--- config.mk ---
export PLATFORM = sky130hd
export DESIGN_NAME = stream_mem_writer
export DESIGN_NICKNAME = d
export VERILOG_FILES = /design/src/rtl/stream_mem_writer_pkg.sv /design/src/rtl/stream_mem_writer_burst_calc.sv /design/src/rtl/stream_mem_writer.sv
export SDC_FILE = /design/constraint.sdc
export NUM_CORES = 1
export LEC_CHECK = 0
export ABC_AREA = 1
export BUFFER_PORTS_ARGS = -buffer_cell sky130_fd_sc_hd__buf_2
export CORE_MARGIN = 1
export CORE_UTILIZATION = 56
export CTS_BUF_LIST = sky130_fd_sc_hd__clkbuf_4
export DETAILED_ROUTE_END_ITERATION = 16
export GPL_TIMING_DRIVEN = 0
export HOLD_SLACK_MARGIN = 0.06
export PLACE_DENSITY_LB_ADDON = 0.2
export SLEW_MARGIN = 20
export SYNTH_ARGS = -nofsm -noshare
export SYNTH_HDL_FRONTEND = slang
export SYNTH_SLANG_ARGS = --single-unit
--- constraint.sdc ---
create_clock -name clk -period 5.1 [get_ports clk]
set_input_delay 0.765 -clock clk [delete_from_list [all_inputs] [get_ports clk]]
set_output_delay 0.765 -clock clk [all_outputs]
set_load 0.005 [all_outputs]
--- src/rtl/stream_mem_writer_pkg.sv ---
// -----------------------------------------------------------------------------
// stream_mem_writer_pkg
// Shared types and constants for the stream-to-memory write engine:
//   - state_t     : control FSM states
//   - BURST_INCR  : AXI INCR burst encoding
//   - RESP_OKAY   : AXI OKAY response encoding
//   - BOUNDARY_4K : AXI bursts may not cross this byte boundary
// -----------------------------------------------------------------------------
package stream_mem_writer_pkg;

    typedef enum logic [2:0] {
        ST_IDLE = 3'd0,
        ST_AW   = 3'd1,
        ST_W    = 3'd2,
        ST_B    = 3'd3,
        ST_DONE = 3'd4
    } state_t;

    localparam logic [1:0]  BURST_INCR  = 2'b01;
    localparam logic [1:0]  RESP_OKAY   = 2'b00;
    localparam int unsigned BOUNDARY_4K = 4096;

endpackage

--- src/rtl/stream_mem_writer_burst_calc.sv ---
// -----------------------------------------------------------------------------
// stream_mem_writer_burst_calc
// Combinational burst sizing: burst = min(remaining, MAX_BURST, beats to 4 KB).
// Ports:
//   addr      in  12     byte offset of the burst start within its 4 KB page
//                        (beat aligned)
//   remaining in  LEN_W  beats not yet assigned to a burst
//   burst     out 9      beats in the next burst (1..256 when remaining != 0)
//   awlen     out 8      burst - 1, as driven on the AW channel
// -----------------------------------------------------------------------------
module stream_mem_writer_burst_calc
    import stream_mem_writer_pkg::*;
#(
    parameter int DATA_W    = 32,
    parameter int LEN_W     = 16,
    parameter int MAX_BURST = 16
) (
    input  logic [11:0]      addr,
    input  logic [LEN_W-1:0] remaining,
    output logic [8:0]       burst,
    output logic [7:0]       awlen
);

    localparam int SIZE_LOG2 = $clog2(DATA_W / 8);
    // Wide enough for both the length and the 4 KB beat count (up to 1024).
    localparam int CW = (LEN_W > 13) ? LEN_W : 13;

    logic [12:0]   bytes_to_4k;
    logic [CW-1:0] beats_to_4k;
    logic [CW-1:0] limit;

    always_comb begin
        bytes_to_4k = 13'(BOUNDARY_4K) - {1'b0, addr};
        beats_to_4k = CW'(bytes_to_4k >> SIZE_LOG2);
        limit       = CW'(remaining);
        if (limit > CW'(MAX_BURST)) begin
            limit = CW'(MAX_BURST);
        end
        if (limit > beats_to_4k) begin
            limit = beats_to_4k;
        end
        burst = 9'(limit);
        awlen = 8'(burst - 9'd1);
    end

endmodule

--- src/rtl/stream_mem_writer.sv ---
// -----------------------------------------------------------------------------
// stream_mem_writer
// Takes an AXI-Stream of result beats and writes them to memory as AXI4 INCR
// bursts from a programmed base address, one burst outstanding at a time.
// Ports:
//   clk, rst                 clock, asynchronous active-high reset
//   start, base_addr,        transfer request (accepted only when idle)
//   len_beats
//   busy, done, error,       status; error/truncated/beats_written are valid
//   truncated, beats_written with done and hold until the next start
//   s_t*                     AXIS slave input
//   m_aw*, m_w*, m_b*        AXI4 write master (AW, W, B channels)
// -----------------------------------------------------------------------------
module stream_mem_writer
    import stream_mem_writer_pkg::*;
#(
    parameter int ADDR_W    = 32,
    parameter int DATA_W    = 32,
    parameter int LEN_W     = 16,
    parameter int MAX_BURST = 16
) (
    input  logic                clk,
    input  logic                rst,
    input  logic                start,
    input  logic [ADDR_W-1:0]   base_addr,
    input  logic [LEN_W-1:0]    len_beats,
    output logic                busy,
    output logic                done,
    output logic                error,
    output logic                truncated,
    output logic [LEN_W-1:0]    beats_written,
    input  logic [DATA_W-1:0]   s_tdata,
    input  logic                s_tvalid,
    input  logic                s_tlast,
    output logic                s_tready,
    output logic [ADDR_W-1:0]   m_awaddr,
    output logic [7:0]          m_awlen,
    output logic [2:0]          m_awsize,
    output logic [1:0]          m_awburst,
    output logic                m_awvalid,
    input  logic                m_awready,
    output logic [DATA_W-1:0]   m_wdata,
    output logic [DATA_W/8-1:0] m_wstrb,
    output logic                m_wlast,
    output logic                m_wvalid,
    input  logic                m_wready,
    input  logic [1:0]          m_bresp,
    input  logic                m_bvalid,
    output logic                m_bready
);

    localparam int                BYTES      = DATA_W / 8;
    localparam int                SIZE_LOG2  = $clog2(BYTES);
    localparam logic [ADDR_W-1:0] ALIGN_MASK = ~ADDR_W'(BYTES - 1);

    state_t            state_q, state_d;
    logic [ADDR_W-1:0] addr_q, addr_d;
    logic [LEN_W-1:0]  len_q, len_d;
    logic [LEN_W-1:0]  remaining_q, remaining_d;      // beats not yet in a burst
    logic [LEN_W-1:0]  beats_written_q, beats_written_d;
    logic [8:0]        burst_q, burst_d;              // size of current burst
    logic [8:0]        beat_cnt_q, beat_cnt_d;        // beats owed in current burst
    logic              pad_q, pad_d;
    logic              tlast_seen_q, tlast_seen_d;
    logic              error_q, error_d;
    logic              truncated_q, truncated_d;

    logic [8:0]        calc_burst;
    logic [7:0]        calc_awlen;

    stream_mem_writer_burst_calc #(
        .DATA_W    (DATA_W),
        .LEN_W     (LEN_W),
        .MAX_BURST (MAX_BURST)
    ) u_burst_calc (
        .addr      (addr_q[11:0]),
        .remaining (remaining_q),
        .burst     (calc_burst),
        .awlen     (calc_awlen)
    );

    // State register
    always_ff @(posedge clk or posedge rst) begin
        if (rst) begin
            state_q <= ST_IDLE;
        end else begin
            state_q <= state_d;
        end
    end

    // Next-state logic
    always_comb begin
        state_d = state_q;
        case (state_q)
            ST_IDLE: if (start) state_d = (len_beats == '0) ? ST_DONE : ST_AW;
            ST_AW:   if (m_awready) state_d = ST_W;
            ST_W:    if (m_wvalid && m_wready && m_wlast) state_d = ST_B;
            ST_B: begin
                if (m_bvalid) begin
                    if (m_bresp != RESP_OKAY || remaining_q == '0 || tlast_seen_q) begin
                        state_d = ST_DONE;
                    end else begin
                        state_d = ST_AW;
                    end
                end
            end
            ST_DONE: state_d = ST_IDLE;
            default: state_d = ST_IDLE;
        endcase
    end

    // Outputs: the W path is a straight combinational pass-through of the stream.
    always_comb begin
        busy      = (state_q != ST_IDLE);
        done      = (state_q == ST_DONE);
        m_awvalid = 1'b0;
        m_awaddr  = '0;
        m_awlen   = '0;
        m_awsize  = '0;
        m_awburst = '0;
        m_wvalid  = 1'b0;
        m_wdata   = '0;
        m_wstrb   = '0;
        m_wlast   = 1'b0;
        s_tready  = 1'b0;
        m_bready  = 1'b0;
        case (state_q)
            ST_AW: begin
                // addr_q/remaining_q are frozen in AW, so the fields stay stable.
                m_awvalid = 1'b1;
                m_awaddr  = addr_q;
                m_awlen   = calc_awlen;
                m_awsize  = 3'(SIZE_LOG2);
                m_awburst = BURST_INCR;
            end
            ST_W: begin
                m_wlast = (beat_cnt_q == 9'd1);
                if (pad_q) begin
                    // Stream ended early: fill the burst with null-strobe beats.
                    m_wvalid = 1'b1;
                end else begin
                    m_wvalid = s_tvalid;
                    s_tready = m_wready;
                    m_wdata  = s_tdata;
                    m_wstrb  = '1;
                end
            end
            ST_B:    m_bready = 1'b1;
            default: ;
        endcase
    end

    // Datapath next-state
    always_comb begin
        addr_d          = addr_q;
        len_d           = len_q;
        remaining_d     = remaining_q;
        beats_written_d = beats_written_q;
        burst_d         = burst_q;
        beat_cnt_d      = beat_cnt_q;
        pad_d           = pad_q;
        tlast_seen_d    = tlast_seen_q;
        error_d         = error_q;
        truncated_d     = truncated_q;
        case (state_q)
            ST_IDLE: begin
                if (start) begin
                    addr_d          = base_addr & ALIGN_MASK;
                    len_d           = len_beats;
                    remaining_d     = len_beats;
                    beats_written_d = '0;
                    pad_d           = 1'b0;
                    tlast_seen_d    = 1'b0;
                    error_d         = 1'b0;
                    truncated_d     = 1'b0;
                end
            end
            ST_AW: begin
                if (m_awready) begin
                    burst_d     = calc_burst;
                    beat_cnt_d  = calc_burst;
                    remaining_d = remaining_q - LEN_W'(calc_burst);
                end
            end
            ST_W: begin
                if (m_wvalid && m_wready) begin
                    beat_cnt_d = beat_cnt_q - 9'd1;
                    if (!pad_q) begin
                        beats_written_d = beats_written_q + LEN_W'(1);
                        if (s_tlast) begin
                            tlast_seen_d = 1'b1;
                            if (beats_written_q + LEN_W'(1) < len_q) begin
                                truncated_d = 1'b1;
                            end
                            if (beat_cnt_q != 9'd1) begin
                                pad_d = 1'b1;
                            end
                        end
                    end
                    if (m_wlast) begin
                        pad_d = 1'b0;
                    end
                end
            end
            ST_B: begin
                if (m_bvalid) begin
                    if (m_bresp != RESP_OKAY) begin
                        error_d = 1'b1;
                    end else if (remaining_q != '0 && !tlast_seen_q) begin
                        addr_d = addr_q + (ADDR_W'(burst_q) << SIZE_LOG2);
                    end
                end
            end
            default: ;
        endcase
    end

    always_ff @(posedge clk or posedge rst) begin
        if (rst) begin
            addr_q          <= '0;
            len_q           <= '0;
            remaining_q     <= '0;
            beats_written_q <= '0;
            burst_q         <= '0;
            beat_cnt_q      <= '0;
            pad_q           <= 1'b0;
            tlast_seen_q    <= 1'b0;
            error_q         <= 1'b0;
            truncated_q     <= 1'b0;
        end else begin
            addr_q          <= addr_d;
            len_q           <= len_d;
            remaining_q     <= remaining_d;
            beats_written_q <= beats_written_d;
            burst_q         <= burst_d;
            beat_cnt_q      <= beat_cnt_d;
            pad_q           <= pad_d;
            tlast_seen_q    <= tlast_seen_d;
            error_q         <= error_d;
            truncated_q     <= truncated_d;
        end
    end

    assign error         = error_q;
    assign truncated     = truncated_q;
    assign beats_written = beats_written_q;

endmodule

# Word-level counts from Yosys, hierarchy flattened
# Cells that the tools add are included.
# totals
reg_bits,105
input_bits,90
out_inout_bits,106
word_cells,122
# classes
add_sub_neg,6
magnitude_cmp,3
eq_ne,17
muxes,58
n_reduce_logical,27
# ops
operator,count
2-to-1 mux 32 bit,7
2-to-1 mux 16 bit,6
case mux 16 bit (2 select lines),2
case mux 32 bit (2 select lines),1
adder 32 x 11 -> 32 bit,1
logical NOT 16 bit,2
2-to-1 mux 9 bit,3
2-to-1 mux 1 bit,23
"inequality test 2 bit, second input constant",11
2-to-1 mux 3 bit,6
case mux 9 bit (2 select lines),1
"adder 16 x 1 -> 16 bit, second input constant",1
greater-than comparator 16 x 11 -> 1 bit,1
"greater-than comparator 16 x 5 -> 1 bit, second input constant",1
< comparator 16 bit,1
nonzero test 16 bit,1
subtractor 16 x 9 -> 16 bit,1
"subtractor 13 x 12 -> 13 bit, first input constant",1
case mux 3 bit (4 select lines),1
AND reduction 4 bit,3
AND reduction 5 bit,2
nonzero test 2 bit,5
"== test 9 x 1 -> 1 bit, second input constant",1
"inequality test 9 x 1 -> 1 bit, second input constant",1
17 further kinds,28

# Depth between registers and ports, before layout
# depth
ltp_word,7
depth_mapped,37
ltp_nobuf,37

# Cells and area by module
# From an unflattened synthesis, not the netlist that was laid out.
# hier_totals
cells_unflattened,1443
hier_area_um2,8897.3
# modules_own_cells
module,instances,cells_each,area_each_um2,seq_area_each_um2
stream_mem_writer,1,1273,8007.7,2577.5
stream_mem_writer_burst_calc,1,170,889.6,0.0

# Worst setup path before layout
# No wires, ideal clock.
# synth_timing
path_kind,register to register
start,reg addr_q[3]
end,reg remaining_q[14]
setup_time_ps,116
arrival_time_ps,4003
required_time_ps,4984
path_slack_ps,980
stages_incl_launch_ff,29
n_path_buf,0
path_cell_list,dfrtp_1 > inv_1 > ha_1 > nand3_1 > or4_1 > ha_1 > and3_1 > nand3_1 > nand2_2 > nand2_1 > o21ai_0 > inv_1 > ha_1 > inv_1 > fa_1 > inv_1 > o21bai_1 > a21oi_1 > nor2_1 > o21ai_0 > nand2_1 > nand3_1 > nand2_1 > nand3_1 > nand3_1 > nand2_1 > nand3_1 > nand2_1 > nand2_1
# synth_via
elab_chain_len,6
# synth_lines
item,line_no,text
start: declaration,stream_mem_writer.sv:57,"logic [ADDR_W-1:0] addr_q, addr_d;"
start signal: assignment,stream_mem_writer.sv:231,addr_q <= addr_d;
subtractor 13 x 12 -> 13 bit,stream_mem_writer_burst_calc.sv:33,"bytes_to_4k = 13'(BOUNDARY_4K) - {1'b0, addr};"
greater-than comparator 16 x 11 -> 1 bit,stream_mem_writer_burst_calc.sv:39,if (limit > beats_to_4k) begin
2-to-1 mux 9 bit,stream_mem_writer_burst_calc.sv:39,
named net calc_burst[0],stream_mem_writer.sv:68,logic [8:0] calc_burst;
subtractor 16 x 9 -> 16 bit,stream_mem_writer.sv:182,remaining_d = remaining_q - LEN_W'(calc_burst);
2-to-1 mux 16 bit,stream_mem_writer.sv:179,if (m_awready) begin
case mux 16 bit (2 select lines),stream_mem_writer.sv:165,case (state_q)
end signal: assignment,stream_mem_writer.sv:233,remaining_q <= remaining_d;
end: declaration,stream_mem_writer.sv:59,"logic [LEN_W-1:0] remaining_q, remaining_d;"
# The timed path passes the listed nets, and every way through them passes these cells. The select of a mux whose other input is x is not followed.
# A chain may end at the register's enable or synchronous reset.

# Worst setup path after layout
# layout_timing
start,reg remaining_q[10]
end,out m_awlen[7]
# layout_via
elab_chain_len,6
# layout_lines
item,line_no,text
greater-than comparator 16 x 5 -> 1 bit,stream_mem_writer_burst_calc.sv:36,if (limit > CW'(MAX_BURST)) begin
2-to-1 mux 16 bit *,stream_mem_writer_burst_calc.sv:36,
greater-than comparator 16 x 11 -> 1 bit,stream_mem_writer_burst_calc.sv:39,
2-to-1 mux 9 bit *,stream_mem_writer_burst_calc.sv:39,
subtractor 8 x 1 -> 8 bit *,stream_mem_writer_burst_calc.sv:43,awlen = 8'(burst - 9'd1);
2-to-1 mux 8 bit *,stream_mem_writer.sv:127,case (state_q)
end: declaration,stream_mem_writer.sv:37,"output logic [7:0] m_awlen,"
# Mark *: on every way between the ends. The rest lies on a longest branch, timed or not.

==> results.py <==
metrics = {
    "route": {
        "vias": 8494,
        "vias_per_cell": 5.47,
        "highest_layer": "met4",
        "met2WireLength_mm": 10.7,
        "avgRoutedWirePerCell_um": 14.7,
        "wl_met3_mm": 1.76,
        "dr.pass1.iters": 7,
        "ant_nets": 0,
        "drc_errors": 0,
        "wl_mm": 22.8,
        "wl_met1_mm": 9.75,
        "drtIter0Drc": 1050,
    },
    "layout": {
        "final_common_cell": "nand2_1",
        "diodes": 0,
        "fin_nets": 1509,
        "finalInstanceArea_um2": 9310,
        "nFillCells": 1258,
        "layout-drive-gt1-share": 0.192,
        "area_growth_pct": 18.0,
        "final_cell_mix": "250 x nand2_1, 195 x buf_2, 156 x inv_1",
        "post-route-util": 0.673,
    },
    "timing": {
        "max_slew_margin": 0.448,
        "skew_ns": 0.0233,
        "layout_min_cycle_time_ns": 4.77,
        "fin_crit_sh": 0.936,
        "hold_viol_final": 0,
        "fmax_ghz": 0.210,
        "slew_viol_final": 0,
        "tns_ns": 0,
        "rsz0062_at_grt": "true",
        "setup_violations": 0,
        "tightest_slew_ns": 0.828,
        "worst_slack_ns": 0.329,
    },
    "critical_path": {
        "path_buf_inv": 4,
        "start_kind": "flip-flop",
        "slowest_stage": "dfrtp_1",
        "slowest_delay_ns": 0.46,
        "arrival_ns": 4.01,
        "required_ns": 4.34,
        "crit_fanout": 10,
        "cp_top_family": "simple AND/OR/NAND/NOR gates",
        "reg2reg_from": "remaining_q[10]",
        "crit_chain": "inv_1, nand2_1, nor4_4, nand3_2, nor2_1, ha_1, nand2_1, nand2_1, nand2_1, nand2_1, nand2_1, nand2_1, nand2_1, nand2_1, nand2_2, inv_1, o21ai_2, inv_1, nor2_1, nand2_1, nor2_1, o21ai_0, nor2_1, buf_2",
        "setup.worst_path.class": "reg -> out",
        "critPathLaunch": "remaining_q[10]",
        "critPathMostFrequentCell": "nand2_1",
        "end_kind": "output port",
    },
    "global_route": {
        "grt_remaining_overflow": 0,
        "grtUsageTotal": 0.313,
        "grt_pass1_vias": 7510,
        "grt_first_pass_wirelength_mm": 36.1,
        "antenna_found_initial": 0,
        "grt_max_degree": 55,
    },
    "synth": {
        "ys_ff_latch": 103,
        "synthArstFlopShare": 1.00,
        "synth_edf_count": 0,
        "synthAdderAreaFrac": 0.0812,
        "synth_xor_area_frac": 0.0344,
        "synth_warnings": 0,
        "synth_top_family_by_area": "simple AND/OR/NAND/NOR gates",
        "synth_compound_area_frac": 0.164,
        "synth_cells": 1159,
        "synth-simple-area-share": 0.284,
        "yosys_most_used_dff": "dfrtp_1",
        "synth_cell_types": 48,
        "syn_area_um2": 7890,
        "avgSynthCellArea_um2": 6.81,
        "ys_seq_area_frac": 0.327,
        "synthMuxAreaShare": 0,
    },
    "job": {
        "drv_cap": 0,
    },
    "worst_hold_path": {
        "min_path_type": "in -> async",
    },
    "power_and_ir_drop": {
        "pwr-share-clk": 0.078,
        "power_mw": 5.88,
        "p_int_mw": 2.69,
        "powerDensity_nw_per_um2": 632,
        "peakVddDrop_mv": 0.281,
        "seqPwrFrac": 0.253,
        "p_sw_mw": 3.20,
        "p_sw_frac": 0.543,
        "power_frac_comb": 0.669,
        "p_leak_nw": 5.07,
    },
    "cts": {
        "cts_root_buf": "clkbuf_4",
        "cts_tree": "yes",
        "numCtsBuffers": 9,
        "cts_buffer_depth": 2,
        "cts-htree-levels": 3,
        "clk_latency_ns": 0.52,
        "clock_sinks": 103,
        "ctsResizeCount": 2,
        "cts_setup_buffers": 0,
        "cts.clk_slew.worst_paths_ns": 0.17,
        "postCtsHoldBufs": 0,
    },
    "floorplanning": {
        "core_area_um2": 13800,
        "die-width_um": 121,
        "io_pins": 196,
        "std_cell_rows": 43,
        "die_h_um": 121,
        "fp.dieArea_um2": 14600,
        "initial_core_util": 0.570,
    },
    "place": {
        "gp_congestion": 0.926,
        "placed_area_um2": 9120,
        "port_buffers": 188,
        "detailed_place_hpwl_mm": 17.5,
        "place_ws_ns": 0.130,
    },
    "status": {
        "status": "completed",
    },
}
## routing by layer
metal / vias to the layer above / track usage
met5: - / 0
met4: 0 / 0.113
met3: 46 / 0.0698
met2: 343 / 0.519
met1: 3913 / 0.400
li1: 4192 / -
## synthesized netlist by cell type (13+ instances only)
library cell	number	area (um2)
a21oi_1	45	225
clkbuf_1	23	86.3
dfrtp_1	103	2580
ha_1	48	601
inv_1	158	593
nand2_1	250	938
nand3_1	60	300
nand4_1	14	87.6
nor2_1	151	567
nor3_1	22	110
o211ai_1	20	150
o21ai_0	106	531
o21ai_1	13	65.1
o22ai_1	18	113
xor2_1	26	228
## cell type report
type,instances,area (um2),share of cell area
sequential,103,2580,0.277
multi-input combinational,850,4520,0.486
clock inverter,7,72.6,0.00780
tap,180,225,0.0242
timing repair buffer,189,968,0.104
buffer,46,226,0.0243
inverter,170,646,0.0694
clock buffer,9,67.6,0.00726
## power by group through the flow
stage / Combinational (mW) / Sequential (mW) / Clock (mW)
5_1_grt: 4.43 / 1.53 / 0.489
2_1_floorplan: 2.78 / 1.41 / 0
3_3_place_gp: 3.74 / 1.48 / 0
4_1_cts: 3.87 / 1.47 / 0.460
6_report: 3.93 / 1.49 / 0.460
3_5_place_dp: 3.86 / 1.48 / 0
## final timing paths
kind	cells past startpoint	slack (ns)	endpoint
setup / recovery	24	0.33	m_awlen[7]
hold / removal	2	0.27	len_q[6]
setup reg to reg	34	0.46	remaining_q[10]
hold reg to reg	2	0.52	len_q[0]
max in group asynchronous	3	4.14	addr_q[4]
min in group clk	3	0.48	len_q[12]
## through the flow
stage	std cells	hold slack, ns
6_report	1554	0.267
5_1_grt	1554	0.280
4_1_cts	1554	0.263
3_5_place_dp	1538	0.479
3_3_place_gp	1537	0.474
2_1_floorplan	1169	0.441
## logic make-up after synthesis
kind of cell               Yosys count
AOI/OAI and AO/OA                  228
xor gates and xnor gates            31
adders and majority gates           50
buffers and inverters              216
DFF                                103
other                                1
and+or+nand+nor                    530
## registers in the layout, summed over array words and instances, names as in the netlist
register and count:
burst_q 9, truncated 1, len_q 16, addr_q 30
pad_q 1, state_q 3, beats_written 16, remaining_q 16
beat_cnt_q 9, error 1, tlast_seen_q 1
(Power assumes the default switching activity.)
